**config.mk**
```make
export PLATFORM = sky130hd
export DESIGN_NAME = firewall_match
export DESIGN_NICKNAME = d
export VERILOG_FILES = /design/src/rtl/fw_pkg.sv /design/src/rtl/fw_rule_table.sv /design/src/rtl/firewall_match.sv
export SDC_FILE = /design/constraint.sdc
export NUM_CORES = 1
export LEC_CHECK = 0
export CAP_MARGIN = 20
export CORE_MARGIN = 5
export CORE_UTILIZATION = 40
export DETAILED_ROUTE_END_ITERATION = 10
export PLACE_DENSITY = 0.57
export REMOVE_ABC_BUFFERS = 1
export SKIP_CTS_REPAIR_TIMING = 1
export SYNTH_ARGS = -nofsm -noshare
export SYNTH_HDL_FRONTEND = slang
export SYNTH_SLANG_ARGS = --single-unit
```
**constraint.sdc**
```tcl
create_clock -name clk -period 20.1 [get_ports clk]
set_input_delay 3.015 -clock clk [delete_from_list [all_inputs] [get_ports clk]]
set_output_delay 3.015 -clock clk [all_outputs]
set_load 0.01 [all_outputs]
```
**src/rtl/fw_pkg.sv**
```systemverilog
// Shared types for the firewall classifier: latched header, rule entry, FSM state.
package fw_pkg;

  localparam logic ACT_SEND       = 1'b1;
  localparam logic ACT_INVALIDATE = 1'b0;

  typedef struct packed {
    logic [7:0]  protocol;
    logic [31:0] srcip;
    logic [31:0] dstip;
    logic [15:0] srcport;
    logic [15:0] dstport;
  } header_t;

  typedef struct packed {
    logic        en;
    logic [7:0]  protocol;
    logic [31:0] srcip;
    logic [31:0] srcmask;
    logic [31:0] dstip;
    logic [31:0] dstmask;
    logic [15:0] dport_lo;
    logic [15:0] dport_hi;
    logic        action;
  } rule_t;

  typedef enum logic [1:0] {IDLE, SCAN, RESP} fw_state_t;

endpackage

```
**src/rtl/fw_rule_table.sv**
```systemverilog
// Rule storage: one write port, asynchronous read by index, enables cleared on reset.
module fw_rule_table
  import fw_pkg::*;
#(
  parameter int NUM_RULES = 8,
  parameter int IDX_W     = $clog2(NUM_RULES)
) (
  input  logic             clk,
  input  logic             i_rst_n,
  input  logic             i_we,
  input  logic [IDX_W-1:0] i_wr_idx,
  input  rule_t            i_wr_rule,
  input  logic [IDX_W-1:0] i_rd_idx,
  output rule_t            o_rd_rule
);

  rule_t r_rules [NUM_RULES];

  // Only the enable bits are reset; the remaining fields are don't-care while disabled.
  always_ff @(posedge clk) begin
    if (!i_rst_n) begin
      for (int i = 0; i < NUM_RULES; i++) r_rules[i].en <= 1'b0;
    end else if (i_we) begin
      r_rules[i_wr_idx] <= i_wr_rule;
    end
  end

  assign o_rd_rule = r_rules[i_rd_idx];

endmodule

```
**src/rtl/firewall_match.sv**
```systemverilog
// First-match 5-tuple classifier: scans one rule per cycle and returns a
// send/invalidate verdict tagged with the dispatcher's PRT slot.
//
//   state | meaning
//   IDLE  | ready for a header
//   SCAN  | evaluating rule[r_idx] against the latched header
//   RESP  | verdict held until res_ready
module firewall_match
  import fw_pkg::*;
#(
  parameter int NUM_RULES = 8,
  parameter int TAG_W     = 1,
  parameter int IDX_W     = $clog2(NUM_RULES)
) (
  input  logic             clk,
  input  logic             rst,
  input  logic             hdr_valid,
  output logic             hdr_ready,
  input  logic             hdr_id,
  input  logic [TAG_W-1:0] hdr_tag,
  input  logic [7:0]       hdr_protocol,
  input  logic [31:0]      hdr_srcip,
  input  logic [31:0]      hdr_dstip,
  input  logic [15:0]      hdr_srcport,
  input  logic [15:0]      hdr_dstport,
  input  logic             cfg_we,
  input  logic [IDX_W-1:0] cfg_idx,
  input  logic             cfg_en,
  input  logic [7:0]       cfg_protocol,
  input  logic [31:0]      cfg_srcip,
  input  logic [31:0]      cfg_srcmask,
  input  logic [31:0]      cfg_dstip,
  input  logic [31:0]      cfg_dstmask,
  input  logic [15:0]      cfg_dport_lo,
  input  logic [15:0]      cfg_dport_hi,
  input  logic             cfg_action,
  input  logic             default_action,
  output logic             res_valid,
  input  logic             res_ready,
  output logic             res_id,
  output logic [TAG_W-1:0] res_tag,
  output logic             res_result,
  output logic             res_hit,
  output logic [IDX_W-1:0] res_rule_idx,
  output logic             busy
);

  fw_state_t        r_state, w_next_state;
  header_t          r_hdr;
  logic             r_id;
  logic [TAG_W-1:0] r_tag;
  logic [IDX_W-1:0] r_idx;
  logic             r_result;
  logic             r_hit;
  logic [IDX_W-1:0] r_rule_idx;

  rule_t w_cfg_rule, w_rule;
  logic  w_match, w_last, w_accept;
  logic  w_unused_srcport;

  always_comb begin
    w_cfg_rule          = '0;
    w_cfg_rule.en       = cfg_en;
    w_cfg_rule.protocol = cfg_protocol;
    w_cfg_rule.srcip    = cfg_srcip;
    w_cfg_rule.srcmask  = cfg_srcmask;
    w_cfg_rule.dstip    = cfg_dstip;
    w_cfg_rule.dstmask  = cfg_dstmask;
    w_cfg_rule.dport_lo = cfg_dport_lo;
    w_cfg_rule.dport_hi = cfg_dport_hi;
    w_cfg_rule.action   = cfg_action;
  end

  fw_rule_table #(.NUM_RULES(NUM_RULES), .IDX_W(IDX_W)) u_rule_table (
    .clk       (clk),
    .i_rst_n   (rst),
    .i_we      (cfg_we),
    .i_wr_idx  (cfg_idx),
    .i_wr_rule (w_cfg_rule),
    .i_rd_idx  (r_idx),
    .o_rd_rule (w_rule)
  );

  // An inverted port range (lo > hi) fails the two-sided compare and so never matches.
  assign w_match = w_rule.en
                && ((w_rule.protocol == 8'd0) || (w_rule.protocol == r_hdr.protocol))
                && ((r_hdr.srcip & w_rule.srcmask) == (w_rule.srcip & w_rule.srcmask))
                && ((r_hdr.dstip & w_rule.dstmask) == (w_rule.dstip & w_rule.dstmask))
                && (r_hdr.dstport >= w_rule.dport_lo)
                && (r_hdr.dstport <= w_rule.dport_hi);

  assign w_last   = (r_idx == IDX_W'(NUM_RULES - 1));
  assign w_accept = hdr_valid && hdr_ready;

  // Source port is carried in the header record but not used by any rule.
  assign w_unused_srcport = ^r_hdr.srcport;

  always_ff @(posedge clk) begin
    if (!rst) r_state <= IDLE;
    else      r_state <= w_next_state;
  end

  always_comb begin
    w_next_state = r_state;
    case (r_state)
      IDLE:    if (w_accept)          w_next_state = SCAN;
      SCAN:    if (w_match || w_last) w_next_state = RESP;
      RESP:    if (res_ready)         w_next_state = IDLE;
      default:                        w_next_state = IDLE;
    endcase
  end

  always_comb begin
    hdr_ready = 1'b0;
    res_valid = 1'b0;
    busy      = 1'b0;
    if (rst) begin
      hdr_ready = (r_state == IDLE);
      res_valid = (r_state == RESP);
      busy      = (r_state != IDLE);
    end
  end

  always_ff @(posedge clk) begin
    if (!rst) begin
      r_hdr      <= '0;
      r_id       <= 1'b0;
      r_tag      <= '0;
      r_idx      <= '0;
      r_result   <= 1'b0;
      r_hit      <= 1'b0;
      r_rule_idx <= '0;
    end else begin
      case (r_state)
        IDLE: if (w_accept) begin
          r_hdr.protocol <= hdr_protocol;
          r_hdr.srcip    <= hdr_srcip;
          r_hdr.dstip    <= hdr_dstip;
          r_hdr.srcport  <= hdr_srcport;
          r_hdr.dstport  <= hdr_dstport;
          r_id           <= hdr_id;
          r_tag          <= hdr_tag;
          r_idx          <= '0;
        end
        SCAN: begin
          if (w_match) begin
            r_result   <= w_rule.action;
            r_hit      <= 1'b1;
            r_rule_idx <= r_idx;
          end else if (w_last) begin
            r_result   <= default_action;
            r_hit      <= 1'b0;
            r_rule_idx <= '0;
          end else begin
            r_idx <= r_idx + 1'b1;
          end
        end
        default: ;
      endcase
    end
  end

  assign res_id       = rst & r_id;
  assign res_tag      = rst ? r_tag : '0;
  assign res_result   = rst & r_result;
  assign res_hit      = rst & r_hit;
  assign res_rule_idx = rst ? r_rule_idx : '0;

endmodule
```
==> results of run 1 <==
==> per-layer routing <==
| metal | global-route usage, % | wire, um | vias up |
|---|---|---|---|
| met3 | 3.715 | 7293 | 217 |
| met5 | 0 | 123 | - |
| met4 | 5.201 | 2873 | 16 |
| met1 | 24.47 | 61840 | 16480 |
| li1 | - | - | 14790 |
| met2 | 30.47 | 69280 | 692 |
==> cell type report <==
class / count / area, um2
fill: 12450 / 77030
sequential: 1463 / 42830
multi-input combinational: 1839 / 14470
clock buffer: 218 / 4454
timing repair buffer: 316 / 3194
tap: 1917 / 2399
clock inverter: 83 / 803.3
inverter: 90 / 339.1
antenna: 18 / 45.04
==> power by group through the flow <==
stage	registers [mW]	clock network, mW	logic (mW)
2_1_floorplan	3.54	0	0.315
3_3_place_gp	3.51	0	0.451
3_5_place_dp	3.52	0	0.456
4_1_cts	3.45	2.96	0.458
5_1_grt	3.46	3.09	0.490
6_report	3.45	2.89	0.447
==> worst max-delay path, stage by stage <==
cell	delay (ps)
buf_6	430
buf_4	880
nor3b_1	330
clkdlybuf4s50_1	580
==> placed cells by master (no fill, tap or decap), drive strengths merged, types with 12 or more instances in the layout <==
cell / Yosys / layout
a21oi: 71 / 71
a221oi: 24 / 24
a22oi: 12 / 12
a311o: 25 / 25
a31oi: 16 / 16
a32oi: 14 / 14
and2: 12 / 12
and3: 37 / 37
buf: 112 / 39
clkbuf: 78 / 218
clkdlybuf4s50: 0 / 277
clkinv: 0 / 60
dfxtp: 111 / 111
diode: 0 / 18
edfxtp: 1352 / 1352
ha: 34 / 34
inv: 90 / 100
mux2: 49 / 49
mux2i: 135 / 135
mux4: 143 / 143
nand2: 375 / 375
nand2b: 63 / 63
nand3: 106 / 106
nand3b: 52 / 52
nand4: 25 / 25
nor2: 43 / 43
nor3: 13 / 13
nor3b: 13 / 13
nor4: 27 / 27
o21ai: 188 / 188
o221ai: 56 / 56
o22ai: 21 / 21
o32ai: 38 / 38
xnor2: 32 / 32
xor2: 51 / 51
==> through the flow <==
stage          total power, mW  TNS (ps)  util (%)
6_report                 6.786         0     47.08
5_1_grt                  7.043         0     47.06
4_1_cts                  6.874         0     47.05
3_5_place_dp             3.973         0     43.44
3_3_place_gp             3.965         0     43.44
2_1_floorplan            3.854    -25750         -
==> state kept, by name, indices dropped and copies added, names as in the netlist, 2 cells and up, named ones only <==
name	cells
r_idx	3
r_rule_idx	3
r_state	2
u_rule_table.r_rules	1360
r_hdr	88
==> worst paths after layout <==
| path | end | slack (ps) | depth (start not counted) |
|---|---|---|---|
| setup reg to reg | r_result | 14310 | 15 |
| hold reg to reg | u_rule_table.r_rules[6][169] | 460 | 2 |
| hold / removal | u_rule_table.r_rules[6][169] | 460 | 2 |
| setup / recovery | hdr_ready | 11830 | 4 |
==> cells by family (layout without fill, tap and decap cells) <==
group	count (synthesis)	count (layout)	share of synthesized area (%)
other	0	18	0
AND/OR/NAND/NOR	817	817	7.062
buffers and inverters	280	707	2.234
flip-flops	1463	1463	73.15
XOR/XNOR	83	83	1.242
adder cells (fa/ha/maj)	34	34	0.7267
multiplexers	327	327	8.752
AO/OA/AOI/OAI	578	578	6.835
==> flow_summary.yaml, run 1 <==
placed_design:
  dp.cells: 5625
  place_ws_ps: 11700
  portBuffers: 278
  place_congestion: 0.7515
  dpl_cell_area_mm2: 0.06323
  hpwl_um: 81560
critical_path:
  critPathCaptureType: "output port"
  cp-startpoint: "rst"
  cp_max_fo: 71
  crit_type: "in -> out"
  crit_required_ps: 17090
  start_kind: "input pin"
  critPathArrivalTime_ps: 5260
finish:
  final_cells: 5944
  drive_gt1_share_pct: 12.77
  syn_to_final_growth_pct: 17.07
  final_cell_area_mm2: 0.06853
  finalNetCount: 4189
clocking:
  numCtsBuffers: 160
  clock_latency_ps: 780
  cts_buffer_depth: 3
  cts-root-buf: "clkbuf_16"
  htree_levels: 4
  clkSinkCount: 1463
  cts_tree: "done"
  clk_pin_slew_worst_paths_ps: 60
timing:
  finalSetupViolations: 0
  min_period_ps: 8272
  clock.fmax_mhz: 120.9
  grt_setup_unrepaired: "false"
  tightest_slew_ps: 1036
  relSlewSlack_pct: 30.96
  finalHoldViolCount: 0
  period_share_pct: 41.15
  finClkSkew_ps: 27.51
  timing.hold.ws_ps: 459.1
  setup_slack_ps: 11830
  maxSlewViolCount: 0
floorplanning:
  dieArea_mm2: 0.1541
  die_w_um: 392.6
  start_util_pct: 40.22
  core_region_area_mm2: 0.1456
  ioPinCount: 295
  rows: 140
  chipHeight_um: 392.6
grt:
  antenna_found_initial: 32
  grt-ovfl-total: 0
  grt_max_degree: 205
  grt_usage_pct: 18.28
  grt_pass1_wl_um: 210800
  grt_pass1_vias: 33000
synthesis:
  synth.most_common_cell: "edfxtp_1"
  yosys_most_used_dff: "edfxtp_1"
  synth-async-reset-ratio_pct: 0
  synth_area_mm2: 0.05854
  synth.distinct_cells: 81
  syn_inst: 3582
  ys_warn_count: 0
  syn_avg_cell_area_um2: 16.34
  yosysSeqAreaShare_pct: 73.15
  netlist_top_cells_count: "1352 x edfxtp_1, 374 x nand2_1, 188 x o21ai_0, 143 x mux4_2, 135 x mux2i_1"
  yosys.area.top_type_share_pct: 69.35
  synthTopCellsByArea: "edfxtp_1 69%, mux4_2 5.5%, dfxtp_1 3.8%"
  synth_edf_count: 1352
  yosys.area.top_type: "edfxtp_1"
  synth_seq_cells: 1463
route:
  vias: 32190
  wl_per_cell_um: 23.79
  drtPass1Iterations: 5
  viasPerCell: 5.416
  drc_errors: 0
  routed_wl_um: 141400
  drt_iter0_markers: 2220
  antenna_left: 0
power_and_ir_drop:
  p_leak_nw: 21.82
  p_int_mw: 5.271
  seqPwrFrac_pct: 50.9
  pwr-share-clk_pct: 42.5
  share_comb_of_total_power_pct: 6.6
  swShare_pct: 22.32
  power.density_mw_per_mm2: 99.01
  p_sw_mw: 1.515
  peakVddDrop_v: 0.00007095
status:
  outcome: "complete, no violations"
worst_hold_path:
  min_path_type: "reg -> reg"
  min_from: "u_rule_table.r_rules[6][169]"
flow_run:
  drv_cap: 0
(Power assumes the default switching activity.)
==> inputs of run 2 (changes only) <==
PLACE_DENSITY = 0.59   (was 0.57)
clock period = 6.6 ns   (was 20.1 ns; I/O delays follow)
==> run 2 against run 1 <==
Effect of this change: register-to-register slack worse by 13000 ps; total power rose to 3.0 times the previous value; count of clock-buffer cells in the layout up 1; worst hold slack worse by 1.2 ps; sequential share of layout area down 0.12 points.
==> flow_summary.yaml, run 2 (same netlist as run 1, synthesis figures left out) <==
status:
  outcome: "complete, no violations"
timing:
  finClkSkew_ps: 27.31
  relSlewSlack_pct: 29.67
  finalHoldViolCount: 0
  setup_slack_ps: 1492
  tightest_slew_ps: 1055
  finalSetupViolations: 0
  clock.fmax_mhz: 195.8
  min_period_ps: 5108
  grt_setup_unrepaired: "false"
  period_share_pct: 77.40
  maxSlewViolCount: 0
floorplanning:
  start_util_pct: 40.22
  ioPinCount: 295
  chipHeight_um: 392.6
  dieArea_mm2: 0.1541
  rows: 140
  die_w_um: 392.6
  core_region_area_mm2: 0.1456
finish:
  seqCellArea_mm2: 0.04283
  layout_common_cells: "1352 x edfxtp_1, 374 x nand2_1, 277 x clkdlybuf4s50_1"
  largest_reg_flops: 1360
  layout_commonest_cell: "edfxtp_1"
  drive_gt1_share_pct: 12.48
  final_cells: 5947
  syn_to_final_growth_pct: 17.30
  final_cell_area_mm2: 0.06867
  final_util_pct: 47.17
  fill_cells: 12350
  finalNetCount: 4202
  top_register: "u_rule_table.r_rules"
  top_regs: "u_rule_table.r_rules x1360, r_hdr x88"
  multi_input_area_mm2: 0.01447
critical_path:
  crit_required_ps: 7240
  slowest_delay_ps: 800
  crit_slowest_cell: "dfxtp_4"
  cp_top_family: "compound AO/OA/AOI/OAI gates"
  critPathArrivalTime_ps: 5750
  critical_path_cell_count: 14
  crit_buf_inv: 1
  start_kind: "flop"
  r2r.worst_path.cells: 14
  cp_max_fo: 30
  critPathCaptureType: "flop"
  crit_chain: "buf_4 -> mux4_2 -> mux2i_1 -> ha_1 -> a21o_1 -> nand3_1 -> a21oi_1 -> a211oi_1 -> a22o_1 -> o2111ai_1 -> and4bb_2 -> nand2_2 -> a2111oi_0 -> a211oi_1"
  crit_type: "reg -> reg"
  path_common_cell: "a211oi_1"
clocking:
  clk_pin_slew_worst_paths_ps: 60
  cts_buffer_depth: 3
  numCtsBuffers: 157
  clock_latency_ps: 780
  cts_tree: "done"
  htree_levels: 4
  cts-root-buf: "clkbuf_16"
  clkSinkCount: 1463
placed_design:
  place_ws_ps: 1551
  dp.cells: 5641
  portBuffers: 278
  hpwl_um: 84500
  dpl_cell_area_mm2: 0.06343
  place_congestion: 0.7549
route:
  drc_errors: 0
  viasPerCell: 5.440
  routed_wl_um: 140400
  antenna_left: 0
  vias: 32350
  drtPass1Iterations: 5
  drt_iter0_markers: 2470
  wl_per_cell_um: 23.62
worst_hold_path:
  whs_path_depth: 2
  min_path_type: "reg -> reg"
  min_from: "u_rule_table.r_rules[6][169]"
power_and_ir_drop:
  power.total_mw: 20.67
  power.density_mw_per_mm2: 301.0
  p_leak_nw: 21.86
  peakVddDrop_v: 0.0002084
grt:
  antenna_found_initial: 31
  grt-ovfl-total: 0
  grt_pass1_wl_um: 208200
  grt_pass1_vias: 32920
  grt_usage_pct: 18.09
  grt_max_degree: 171
flow_run:
  drv_cap: 0
==> run 2: cell type report <==
type / instances / share of cell area [%]
Antenna cell: 17 / 0.06195
Clock inverter: 70 / 1.301
Timing Repair Buffer: 332 / 4.936
Tap cell: 1917 / 3.493
Multi-Input combinational cell: 1839 / 21.07
Inverter: 90 / 0.4938
Sequential cell: 1463 / 62.37
Clock buffer: 219 / 6.268
==> run 2: layer usage <==
metal | wire, um | GRT usage [%] | part of all wire [%] | up-vias
li1 | - | - | - | 14790
met1 | 60300 | 24.26 | 43 | 16490
met2 | 68420 | 29.88 | 49 | 830
met3 | 7847 | 3.327 | 5.6 | 228
met4 | 3777 | 6.206 | 2.7 | 14
met5 | 99 | 0 | 0.070 | -
==> run 2: worst paths after layout <==
path | slack [ps] | to
setup reg to reg | 1490 | r_result
hold reg to reg | 460 | u_rule_table.r_rules[6][169]
hold / removal | 460 | u_rule_table.r_rules[6][169]
setup / recovery | 1490 | r_result
==> run 2: stage by stage <==
| step | TNS [ps] | hold WS, ps |
|---|---|---|
| 2_1_floorplan | -4991030 | 432.8 |
| 3_3_place_gp | 0 | 442.3 |
| 3_5_place_dp | 0 | 448.7 |
| 4_1_cts | 0 | 456.4 |
| 5_1_grt | 0 | 485.7 |
| 6_report | 0 | 457.9 |
==> run 2: report_power, final <==
part	internal [mW]	total, mW	switching (mW)
sequential	10.4	10.5	0.163
clock	5.16	8.78	3.62
combinational	0.613	1.38	0.763
==> run 2: worst min-delay path: stages, from the launching register on <==
cell and delay (ps):
dfxtp_1 300, nand2_1 50, o21ai_0 60
